$ cat config.mk
export PLATFORM = sky130hd
export DESIGN_NAME = demux_rr_ctrl
export DESIGN_NICKNAME = d
export VERILOG_FILES = /design/src/rtl/demux_pkg.sv /design/src/rtl/demux_rr_next.sv /design/src/rtl/demux_rr_ctrl.sv
export SDC_FILE = /design/constraint.sdc
export NUM_CORES = 1
export LEC_CHECK = 0
export ABC_AREA = 1
export CORE_MARGIN = 2
export CORE_UTILIZATION = 52
export CTS_BUF_LIST = sky130_fd_sc_hd__clkbuf_16
export DETAILED_ROUTE_END_ITERATION = 10
export GPL_ROUTABILITY_DRIVEN = 0
export PLACE_DENSITY_LB_ADDON = 0.15
export SLEW_MARGIN = 20
export SYNTH_ARGS = -nofsm -noshare
export SYNTH_HDL_FRONTEND = slang
export SYNTH_SLANG_ARGS = --single-unit
$ cat constraint.sdc
create_clock -name clk -period 3.9 [get_ports clk]
set_clock_uncertainty 0.2 [all_clocks]
set_input_delay 0.78 -clock clk [delete_from_list [all_inputs] [get_ports clk]]
set_output_delay 0.78 -clock clk [all_outputs]
set_load 0.02 [all_outputs]
$ cat src/rtl/demux_pkg.sv
// Shared types, channel count and round-robin search for the packet demux.
package demux_pkg;

  localparam int NUM_CH = 4;

  typedef enum logic {
    IDLE   = 1'b0,
    ACTIVE = 1'b1
  } state_t;

  // First enabled channel searching base+1, base+2, base+3, base.
  // Descending loop so the nearest candidate is the last one written.
  // With no channel enabled the base is returned unchanged.
  function automatic logic [1:0] rr_next(input logic [1:0]        base,
                                         input logic [NUM_CH-1:0] en);
    logic [1:0] c;
    rr_next = base;
    for (int i = NUM_CH; i >= 1; i--) begin
      c = base + 2'(i);
      if (en[c]) rr_next = c;
    end
  endfunction

endpackage

$ cat src/rtl/demux_rr_next.sv
// Combinational next-enabled-channel lookup used at packet boundaries.
module demux_rr_next
  import demux_pkg::*;
(
  input  logic [1:0]        sel,
  input  logic [NUM_CH-1:0] ch_en,
  output logic [1:0]        nxt
);

  assign nxt = rr_next(sel, ch_en);

endmodule

$ cat src/rtl/demux_rr_ctrl.sv
// Packet-granular round-robin 1-to-4 demux with a one-entry output register.
// A whole packet of PKT_LEN words goes to channel sel; sel moves only once
// the packet's last word has left the register.
module demux_rr_ctrl
  import demux_pkg::*;
#(
  parameter int DW      = 8,
  parameter int PKT_LEN = 4
) (
  input  logic              clk,
  input  logic              rst_n,
  input  logic [NUM_CH-1:0] ch_en,
  input  logic              in_valid,
  input  logic [DW-1:0]     in_data,
  output logic              in_ready,
  output logic [NUM_CH-1:0] out_valid,
  output logic [DW-1:0]     out_data,
  input  logic [NUM_CH-1:0] out_ready,
  output logic [1:0]        sel,
  output logic              pkt_done
);

  localparam logic [7:0] LAST = 8'(PKT_LEN - 1);

  state_t          state_q, state_d;
  logic [1:0]      sel_q, sel_d, base, nxt;
  logic            vld_q, last_q;
  logic [7:0]      cnt_q;
  logic [DW-1:0]   data_q;
  logic            ifire, ofire, go_idle;

  // From IDLE the search starts below channel 0 so the lowest enabled
  // channel wins; otherwise it continues from the current owner.
  assign base = (state_q == IDLE) ? 2'd3 : sel_q;

  demux_rr_next u_next (
    .sel   (base),
    .ch_en (ch_en),
    .nxt   (nxt)
  );

  assign ofire     = vld_q && out_ready[sel_q];
  assign ifire     = in_valid && in_ready;
  // Boundary with nothing in flight and every channel disabled.
  assign go_idle   = (state_q == ACTIVE) && (cnt_q == '0) && !vld_q && (ch_en == '0);
  assign pkt_done  = ofire && last_q;
  assign out_valid = vld_q ? (4'b0001 << sel_q) : '0;
  assign out_data  = data_q;
  assign sel       = sel_q;

  // Next state, next owner and input handshake.
  always_comb begin
    state_d  = state_q;
    sel_d    = sel_q;
    in_ready = 1'b0;
    case (state_q)
      IDLE: begin
        if (ch_en != '0) begin
          state_d = ACTIVE;
          sel_d   = nxt;
        end
      end
      ACTIVE: begin
        // Last word of a packet blocks input until it drains, so the next
        // packet never lands under the old owner.
        in_ready = !last_q && (!vld_q || out_ready[sel_q]) && !go_idle;
        if (go_idle)
          state_d = IDLE;
        else if (pkt_done && (ch_en != '0))
          sel_d = nxt;
      end
      default: state_d = IDLE;
    endcase
  end

  // FSM and owner registers.
  always_ff @(posedge clk or negedge rst_n) begin
    if (!rst_n) begin
      state_q <= IDLE;
      sel_q   <= 2'd0;
    end else begin
      state_q <= state_d;
      sel_q   <= sel_d;
    end
  end

  // Output register and in-packet word counter.
  always_ff @(posedge clk or negedge rst_n) begin
    if (!rst_n) begin
      vld_q  <= 1'b0;
      last_q <= 1'b0;
      cnt_q  <= '0;
      data_q <= '0;
    end else if (ifire) begin
      vld_q  <= 1'b1;
      data_q <= in_data;
      last_q <= (cnt_q == LAST);
      cnt_q  <= (cnt_q == LAST) ? 8'd0 : cnt_q + 8'd1;
    end else if (ofire) begin
      vld_q  <= 1'b0;
      last_q <= 1'b0;
    end
  end

endmodule

==> results of run 1 <==
-- Yosys cell counts --
cell	n
xnor2_1	1
ha_1	2
nor2_2	1
buf_1	1
buf_4	2
nor3_1	2
nand3_4	1
nand3_2	2
nor2_1	16
nand2_1	77
a22oi_1	1
nand4_1	18
and2_1	2
inv_2	4
inv_1	21
buf_6	3
clkbuf_1	1
xor2_1	5
a21oi_1	1
nand3_1	12
dfrtp_1	21
nand4_2	1
a21boi_4	1
-- where the power goes --
group          internal (mW)  leakage, nW  switching [mW]
clock network          0.138       0.0409          0.0777
registers              0.297        0.263          0.0779
logic                  0.312        0.670           0.454
total                  0.746        0.974           0.610
-- layout make-up --
| type | instances | share of cell area |
|---|---|---|
| Clock buffer | 3 | 0.0415 |
| Timing Repair Buffer | 37 | 0.201 |
| Tap cell | 30 | 0.0207 |
| Clock inverter | 1 | 0.00277 |
| Multi-Input combinational cell | 143 | 0.392 |
| Inverter | 25 | 0.0519 |
| Sequential cell | 21 | 0.290 |
-- path summary, 6_finish.rpt --
kind / from / end / cells past startpoint / slack (ns)
worst max-delay path: ch_en[2] / in_ready / 7 / 0.54
worst min-delay path: out_data[6]$_DFFE_PN0P_ / out_data[6]$_DFFE_PN0P_ / 2 / 0.27
worst max register to register: sel[0]$_DFFE_PN0P_ / out_data[1]$_DFFE_PN0P_ / 9 / 1.97
worst min register to register: out_data[6]$_DFFE_PN0P_ / out_data[6]$_DFFE_PN0P_ / 2 / 0.27
max in group asynchronous: rst_n / cnt_q[3]$_DFFE_PN0P_ / 1 / 2.05
min in group asynchronous: rst_n / out_data[2]$_DFFE_PN0P_ / 1 / 0.86
-- metal layers --
metal | GRT usage | vias to the layer above | wire length [microns]
met5 | 0 | - | 0
met4 | 0.0592 | 0 | 12
met3 | 0.0512 | 2 | 220
met2 | 0.393 | 55 | 1700
met1 | 0.290 | 648 | 1360
li1 | - | 692 | -
-- worst max-delay path, delay by kind of cell --
kind	cells	cell delay, ns
buffers and inverters	3	1.16
and+or+nand+nor	3	0.33
AOI/OAI and AO/OA	1	0.12
-- state kept, by name, summed over array words and instances (netlist names) --
name	flops
vld_q	1
state_q	1
sel	2
out_data	8
last_q	1
cnt_q	8
-- cell families after synthesis --
family	share of synthesized area
AND/OR/NAND/NOR	0.434
adder cells (fa/ha/maj)	0.0181
XOR/XNOR	0.0379
buffers and inverters	0.108
flip-flops	0.379
AO/OA/AOI/OAI	0.0226
==> reports/qor.yml, run 1 <==
final_layout_size_suffix_gt1_frac: 0.0739
yosysSeqAreaShare: 0.379
final-seq-area_sq_um: 526
area_growth_pct: 30.6
final_util: 0.724
finalHoldViolations: 0
num_rows: 18
slew_viol_final: 0
final_area_sq_mm: 0.00181
fill_cells: 197
max-vdd-ir-drop_v: 0.000432
drt_iter0_markers: 61
synth_top_area_frac: 0.379
post_dp_cell_area_sq_mm: 0.00173
multi_input_area_sq_um: 709
cp_max_fo: 2
h-tree-depth: 1
antenna_found_initial: 0
cp_common_cell: "clkdlybuf4s50_1"
core_sq_mm: 0.00250
crit_type: "primary input to output port"
maxCapViolations: 0
worstPathRequired_ns: 2.92
n_antenna_cell: 0
syn_nets: 217
crit_path_start_kind: "primary input"
power.leakage_nw: 0.974
end_kind: "output port"
final_nets: 252
synth.area.top_cells: "dfrtp_1, nand2_1, nand4_1"
yosysTopAreaCell: "dfrtp_1"
max_stage_delay_ns: 0.59
synthCells: 196
final_cells: 260
dieWidth_microns: 55.6
hp-class: "register to register"
cts_sinks: 21
cts_root_buffer: "clkbuf_16"
drt_wl_total_microns: 3300
hold_ws_ns: 0.269
tightestPinTransition_ns: 0.961
clkTransAtPathRegs_ns: 0.06
fmax_mhz: 298
critPathSlowestCell: "clkdlybuf4s50_1"
grt_max_degree: 22
hold_buffers: 0
setup_viol: 0
post_cts_buffers: 0
post_cts_resized: 0
ys_types: 23
power_density_mw_per_mm2: 750
die_h_microns: 55.6
place_ws_ns: 0.539
cts_buffer_depth: 2
status: "finished, final reports clean"
vias_per_cell: 5.37
crit_chain: "clkdlybuf4s50_1 -> inv_1 -> nand4_1 -> nor2_2 -> a21boi_4 -> and2_1 -> clkdlybuf4s50_1"
initial_core_util: 0.554
post-route-drc-count: 0
overflow: 0
setup_slack_ns: 0.539
tns_ns: 0
wl_per_cell_microns: 12.7
dr.pass1.iters: 4
rsz0062_at_grt: "false"
final_common_cell: "nand2_1"
dieArea_sq_mm: 0.00309
relSlewSlack: 0.357
post-route-min-period_ns: 3.36
grt_pass1_wl_microns: 5780
ioPinCount: 35
layout_common_cells: "nand2_1, clkdlybuf4s50_1, inv_1, dfrtp_1, nand4_1"
p_total_mw: 1.36
yosysWarningCount: 0
place_inst: 256
worstSkewPairLatency_ns: 0.25
finalCritPeriodShare: 0.862
cts_made_buffers: 3
cts_tree: "yes"
syn_avg_cell_area_sq_um: 7.07
ys_ff_latch: 21
ant_nets: 0
grt_pass1_vias: 1361
critical_path_arrival_ns: 2.38
portBuffers: 34
netlist_area_sq_mm: 0.00139
grt.total_usage: 0.228
place_hpwl_microns: 2380
vias: 1397
Power figures use the tool's default switching activity.
==> run 2: changes to the inputs <==
Settings changed: CAP_MARGIN from default to 10, CORE_UTILIZATION 52 to 53, CTS_BUF_LIST sky130_fd_sc_hd__clkbuf_16 to default, SYNTH_HIERARCHICAL from default to 1.
==> run 2 against run 1 <==
Effect of this change: register-to-register slack lost 0.15 ns; first-iteration DRC count increased by 9.8%; sequential cell count stayed put; via count rose by 1.1%; critical path depth stayed put; global-route usage shrank 1.3 points; sequential power barely moved; count of clock-buffer cells in the layout did not move; combinational power is 2% higher; largest cell class unchanged.
==> reports/qor.yml, run 2 <==
status: "finished, final reports clean"
cts_tree: "yes"
syn_nets: 236  # +8.8%
netlist_area_sq_mm: 0.00145  # +4.9%
relSlewSlack: 0.406  # +0.0491
final_nets: 269  # +6.7%
rsz0062_at_grt: "false"
post-route-drc-count: 0  # unchanged
synth_edf_count: 0  # unchanged
cp_top_family: "buffers and inverters"
final_layout_size_suffix_gt1_frac: 0.0850  # +0.0111
ys_async_sr_fraction: 1.00  # unchanged
crit_type: "primary input to output port"
num_rows: 18  # unchanged
overflow: 0  # unchanged
wl_per_cell_microns: 11.2  # -12%
wl_met1_microns: 1530  # +13%
cts_buffer_depth: 2  # unchanged
post_dp_cell_area_sq_mm: 0.00177  # +2.1%
cts_root_buffer: "clkbuf_4"
max-vdd-ir-drop_v: 0.000551  # +28%
tightestPinTransition_ns: 0.888  # -0.0735 ns
hold_buffers: 0  # unchanged
ys_ff_latch: 21  # unchanged
synth_top_area_frac: 0.362  # -0.0176
synth.top_cells.by_count: "nand2_1, inv_1, dfrtp_1, nand4_1, nor2_1"
wl_met2_microns: 1390  # -18%
drt_wl_total_microns: 3100  # -5.9%
dieArea_sq_mm: 0.00318  # +2.7%
yosysWarningCount: 6  # +6
drt_iter0_markers: 67  # +9.8%
post-route-min-period_ns: 3.38  # +0.0236 ns
grt_max_degree: 22  # unchanged
vias: 1412  # +1.1%
power.leakage_nw: 0.990  # +1.6%
ioPinCount: 35  # unchanged
critPathBufInv: 3  # unchanged
synth.area.top_cells: "dfrtp_1, nand2_1, nand4_1"
max_stage_delay_ns: 0.59  # about the same
critical_path_arrival_ns: 2.40  # +0.02 ns
dominantRegCellSynth: "dfrtp_1"
grt_pass1_vias: 1274  # -6.4%
setup_slack_ns: 0.516  # -0.0236 ns
finalHoldViolations: 0  # unchanged
grt_pass1_wl_microns: 5580  # -3.6%
n_antenna_cell: 0  # unchanged
h-tree-depth: 1  # unchanged
fmax_mhz: 295  # -0.70%
area_growth_pct: 23.4
yosysSeqAreaShare: 0.362  # -0.0176
route.met3.wl_microns: 132  # -40%
ant_nets: 0  # unchanged
initial_core_util: 0.571  # +0.0167
cp_common_cell: "clkdlybuf4s50_1"
post_cts_buffers: 0  # unchanged
antenna_found_initial: 0  # unchanged
grt.total_usage: 0.215  # -0.0130
cts_sinks: 21  # unchanged
slew_viol_final: 0  # unchanged
power_density_mw_per_mm2: 704  # -6.1%
final_util: 0.705  # -0.0192
cts_made_buffers: 3  # unchanged
place_ws_ns: 0.516  # -0.0233 ns
crit_chain: "clkdlybuf4s50_1 -> nor2_1 -> nand2_1 -> inv_1 -> nand3_2 -> and3_2 -> clkdlybuf4s50_1"
portBuffers: 34  # unchanged
place_hpwl_microns: 2220  # -6.5%
synthCells: 215  # +9.7%
tns_ns: 0  # unchanged
final_common_cell: "nand2_1"
hp-class: "register to register"
post_cts_resized: 0  # unchanged
dieWidth_microns: 56.4  # +1.3%
syn_avg_cell_area_sq_um: 6.76  # -4.4%
final_area_sq_mm: 0.00179  # -0.90%
fill_cells: 238  # +21%
yosysMostFrequentCell: "nand2_1"
crit_path_start_kind: "primary input"
worstSkewPairLatency_ns: 0.31  # +0.06 ns
maxCapViolations: 0  # unchanged
ys_types: 25  # +8.7%
dr.pass1.iters: 4  # unchanged
end_kind: "output port"
finalCritPeriodShare: 0.868  # +0.00604
highest_layer: "met4"
setup_viol: 0  # unchanged
die_h_microns: 56.4  # +1.3%
layout_common_cells: "nand2_1, clkdlybuf4s50_1, inv_1"
vias_per_cell: 5.10  # -5.1%
yosysTopAreaCell: "dfrtp_1"
core_sq_mm: 0.00254  # +1.8%
critPathSlowestCell: "clkdlybuf4s50_1"
worstPathRequired_ns: 2.92  # about the same
clkTransAtPathRegs_ns: 0.12  # +0.06 ns
cp_max_fo: 5  # +3
[run 2: worst register-to-register path, delay by kind of cell (launching register included)]
| family | cells | cell delay [ns] |
|---|---|---|
| AND/OR/NAND/NOR | 7 | 0.94 |
| flip-flops | 1 | 0.48 |
| buffers and inverters | 2 | 0.36 |
[run 2: kinds of logic after synthesis]
| logic type | after synthesis | share of synthesized area |
|---|---|---|
| AO/OA/AOI/OAI | 4 | 0.0155 |
| XOR/XNOR | 3 | 0.0181 |
| adder cells (fa/ha/maj) | 2 | 0.0172 |
| buffers and inverters | 36 | 0.129 |
| flip-flops | 21 | 0.362 |
| AND/OR/NAND/NOR | 149 | 0.458 |
[run 2: path summary, 6_finish.rpt]
| path | from | to | slack (ns) | depth (start not counted) |
|---|---|---|---|---|
| worst max-delay path | ch_en[3] | in_ready | 0.52 | 7 |
| worst max register to register | sel[0]$_DFFE_PN0P_ | out_data[0]$_DFFE_PN0P_ | 1.82 | 9 |
| max in group asynchronous | rst_n | out_data[5]$_DFFE_PN0P_ | 2.20 | 1 |
| worst min-delay path | out_data[6]$_DFFE_PN0P_ | out_data[6]$_DFFE_PN0P_ | 0.30 | 2 |
| min in group asynchronous | rst_n | cnt_q[7]$_DFFE_PN0P_ | 0.76 | 1 |
| worst min register to register | out_data[6]$_DFFE_PN0P_ | out_data[6]$_DFFE_PN0P_ | 0.30 | 2 |
[run 2: where the power goes]
part / switching (mW) / total [mW] / internal (mW)
combinational: 0.467 / 0.784 / 0.317
clock: 0.0677 / 0.106 / 0.0383
sequential: 0.0747 / 0.372 / 0.297
[run 2: per-layer routing]
metal / vias to the layer above / GRT usage
met4: 0 / 0.0612
met1: 630 / 0.293
met2: 38 / 0.358
li1: 740 / -
met3: 4 / 0.0300
met5: - / 0
[run 2: per-stage QoR]
step | hold slack, ns | instances | power (mW)
final | 0.296 | 277 | 1.26
after CTS | 0.299 | 277 | 1.27
after global routing | 0.334 | 277 | 1.38
after detailed placement | 0.270 | 273 | 1.16
after floorplan | 0.271 | 215 | 0.956
after global placement | 0.263 | 273 | 1.15
[run 2: final cells by class]
class | count | area, sq um | share of cell area
inverters | 28 | 108 | 0.0600
clock buffers | 3 | 22.5 | 0.0126
multi-input cells | 158 | 739 | 0.412
flip-flops and latches | 21 | 526 | 0.293
clock inverters | 1 | 5.00 | 0.00279
well taps | 30 | 37.5 | 0.0209
repair buffers | 36 | 355 | 0.198
==> run 3: changes to the inputs <==
Settings changed: CORE_UTILIZATION 53 to 55, CTS_BUF_LIST from default to sky130_fd_sc_hd__clkbuf_8, SETUP_SLACK_MARGIN from default to 0.1.
==> run 3 against run 2 <==
Effect of this change: utilization rose by 2.0 points; sequential share of layout area fell by 0.30 points; first-iteration DRC count fell by 9.0%; final cell count did not move; total power rose by 3.1%; maximum frequency rose by 0.10%; die area fell by 3.4%; worst hold slack got worse by 0.016 ns.
==> reports/qor.yml, run 3 (synthesis gave the netlist of run 2 again) <==
p_sw_frac: 0.473  # -0.0103
p_switching_uw: 615  # +0.91%
end_kind: "output port"
post-route-min-period_ns: 3.38  # -0.00347 ns
tns_ns: 0  # unchanged
final_nets: 269  # unchanged
vias_per_cell: 5.16  # +1.1%
whs_endpoint: "out_data[2]$_DFFE_PN0P_"
antenna_found_initial: 0  # unchanged
r2r_cells: 9  # unchanged
portBuffers: 34  # unchanged
rr_startpoint: "sel[0]$_DFFE_PN0P_"
cp_max_fo: 5  # unchanged
p_int_uw: 686  # +5.2%
final_layout_size_suffix_gt1_frac: 0.0850  # unchanged
cts_made_buffers: 3  # unchanged
crit_path_start_kind: "primary input"
relSlewSlack: 0.397  # -0.00936
layout_common_cells: "nand2_1, clkdlybuf4s50_1, inv_1"
num_rows: 18  # unchanged
cts_root_buffer: "clkbuf_8"
drt_wl_total_microns: 3180  # +2.4%
hold_buffers: 0  # unchanged
grt_max_degree: 22  # unchanged
dr.pass1.iters: 4  # unchanged
place_hpwl_microns: 2290  # +2.8%
seq_power_share: 0.285  # -0.010
grt_pass1_wl_microns: 5590  # +0.25%
n_antenna_cell: 0  # unchanged
h-tree-depth: 1  # unchanged
wl_per_cell_microns: 11.5  # +2.4%
multi_input_area_sq_um: 739  # unchanged
fmax_mhz: 296  # +0.10%
overflow: 0  # unchanged
die_h_microns: 55.4  # -1.7%
worstPathRequired_ns: 2.92  # about the same
cts_tree: "yes"
maxCapViolations: 0  # unchanged
hp-class: "register to register"
crit_type: "primary input to output port"
hold_depth: 2  # unchanged
post-route-drc-count: 0  # unchanged
r2r_slack_ns: 1.82  # about the same
cts_buffer_depth: 2  # unchanged
finalCritPeriodShare: 0.867  # -0.000890
comb_power_share: 0.606  # -0.015
hold_ws_ns: 0.279  # -0.0164 ns
status: "finished, final reports clean"
grt_pass1_vias: 1334  # +4.7%
initial_core_util: 0.581  # +0.0103
final_common_cell: "nand2_1"
setup_viol: 0  # unchanged
grt.total_usage: 0.223  # +0.00751
r2r_end: "out_data[4]$_DFFE_PN0P_"
worstSkewPairLatency_ns: 0.26  # -0.05 ns
vias: 1428  # +1.1%
post_cts_buffers: 0  # unchanged
ant_nets: 0  # unchanged
max-vdd-ir-drop_v: 0.000550  # -0.18%
slew_viol_final: 0  # unchanged
critical_path_arrival_ns: 2.40  # about the same
ioPinCount: 35  # unchanged
power.leakage_nw: 0.998  # +0.78%
drt_iter0_markers: 61  # -9.0%
core_sq_mm: 0.00250  # -1.8%
dieWidth_microns: 55.4  # -1.7%
finalHoldViolations: 0  # unchanged
dieArea_sq_mm: 0.00307  # -3.4%
clkTransAtPathRegs_ns: 0.07  # -0.05 ns
final-seq-area_sq_um: 526  # unchanged
power_density_mw_per_mm2: 718  # +2.0%
area_growth_pct: 24.7
rsz0062_at_grt: "false"
hold_start: "out_data[2]$_DFFE_PN0P_"
cts_sinks: 21  # unchanged
post_cts_resized: 0  # unchanged
fill_cells: 215  # -9.7%
tightestPinTransition_ns: 0.902  # +0.0140 ns
p_clk_frac: 0.109  # +0.025
-- run 3: power by group through the flow --
| stage | Clock (mW) | Combinational (mW) | Sequential, mW |
|---|---|---|---|
| after floorplan | 0 | 0.533 | 0.423 |
| after global placement | 0 | 0.780 | 0.371 |
| after detailed placement | 0 | 0.788 | 0.374 |
| after CTS | 0.145 | 0.792 | 0.371 |
| after global routing | 0.150 | 0.878 | 0.384 |
| final | 0.142 | 0.788 | 0.371 |
-- run 3: layout make-up --
class | count | area share
flip-flops and latches | 21 | 0.290
repair buffers | 36 | 0.196
clock buffers | 3 | 0.0228
multi-input cells | 158 | 0.408
inverters | 28 | 0.0594
clock inverters | 1 | 0.00276
well taps | 30 | 0.0207
-- run 3: worst max path at each step --
stage                            start       end  slack [ns]
after floorplan           out_ready[3]  in_ready        1.51
after global placement        ch_en[3]  in_ready        0.55
after detailed placement      ch_en[3]  in_ready        0.52
after CTS                     ch_en[3]  in_ready        0.52
after global routing          ch_en[3]  in_ready        0.39
final                         ch_en[3]  in_ready        0.52
-- run 3: critical path, cell delays in order --
cell and delay [ns]:
clkdlybuf4s50_1 0.50, nor2_1 0.06, nand2_1 0.13, inv_1 0.07, nand3_2 0.10, and3_2 0.18, clkdlybuf4s50_1 0.59
-- run 3: metrics by stage --
stage | worst slack [ns] | total power, mW | cells | area (sq um) | utilization
final | 0.519 | 1.30 | 277 | 1810 | 0.725
after global routing | 0.389 | 1.41 | 277 | 1810 | 0.725
after CTS | 0.517 | 1.31 | 277 | 1810 | 0.725
after detailed placement | 0.524 | 1.16 | 273 | 1770 | 0.706
after global placement | 0.551 | 1.15 | 273 | 1770 | 0.706
after floorplan | 1.51 | 0.956 | 215 | 1450 | -
-- run 3: metal layers --
metal / global-route usage / part of all wire
met1: 0.287 / 0.47
met2: 0.376 / 0.47
met3: 0.0187 / 0.041
met4: 0.108 / 0.020
met5: 0 / 0
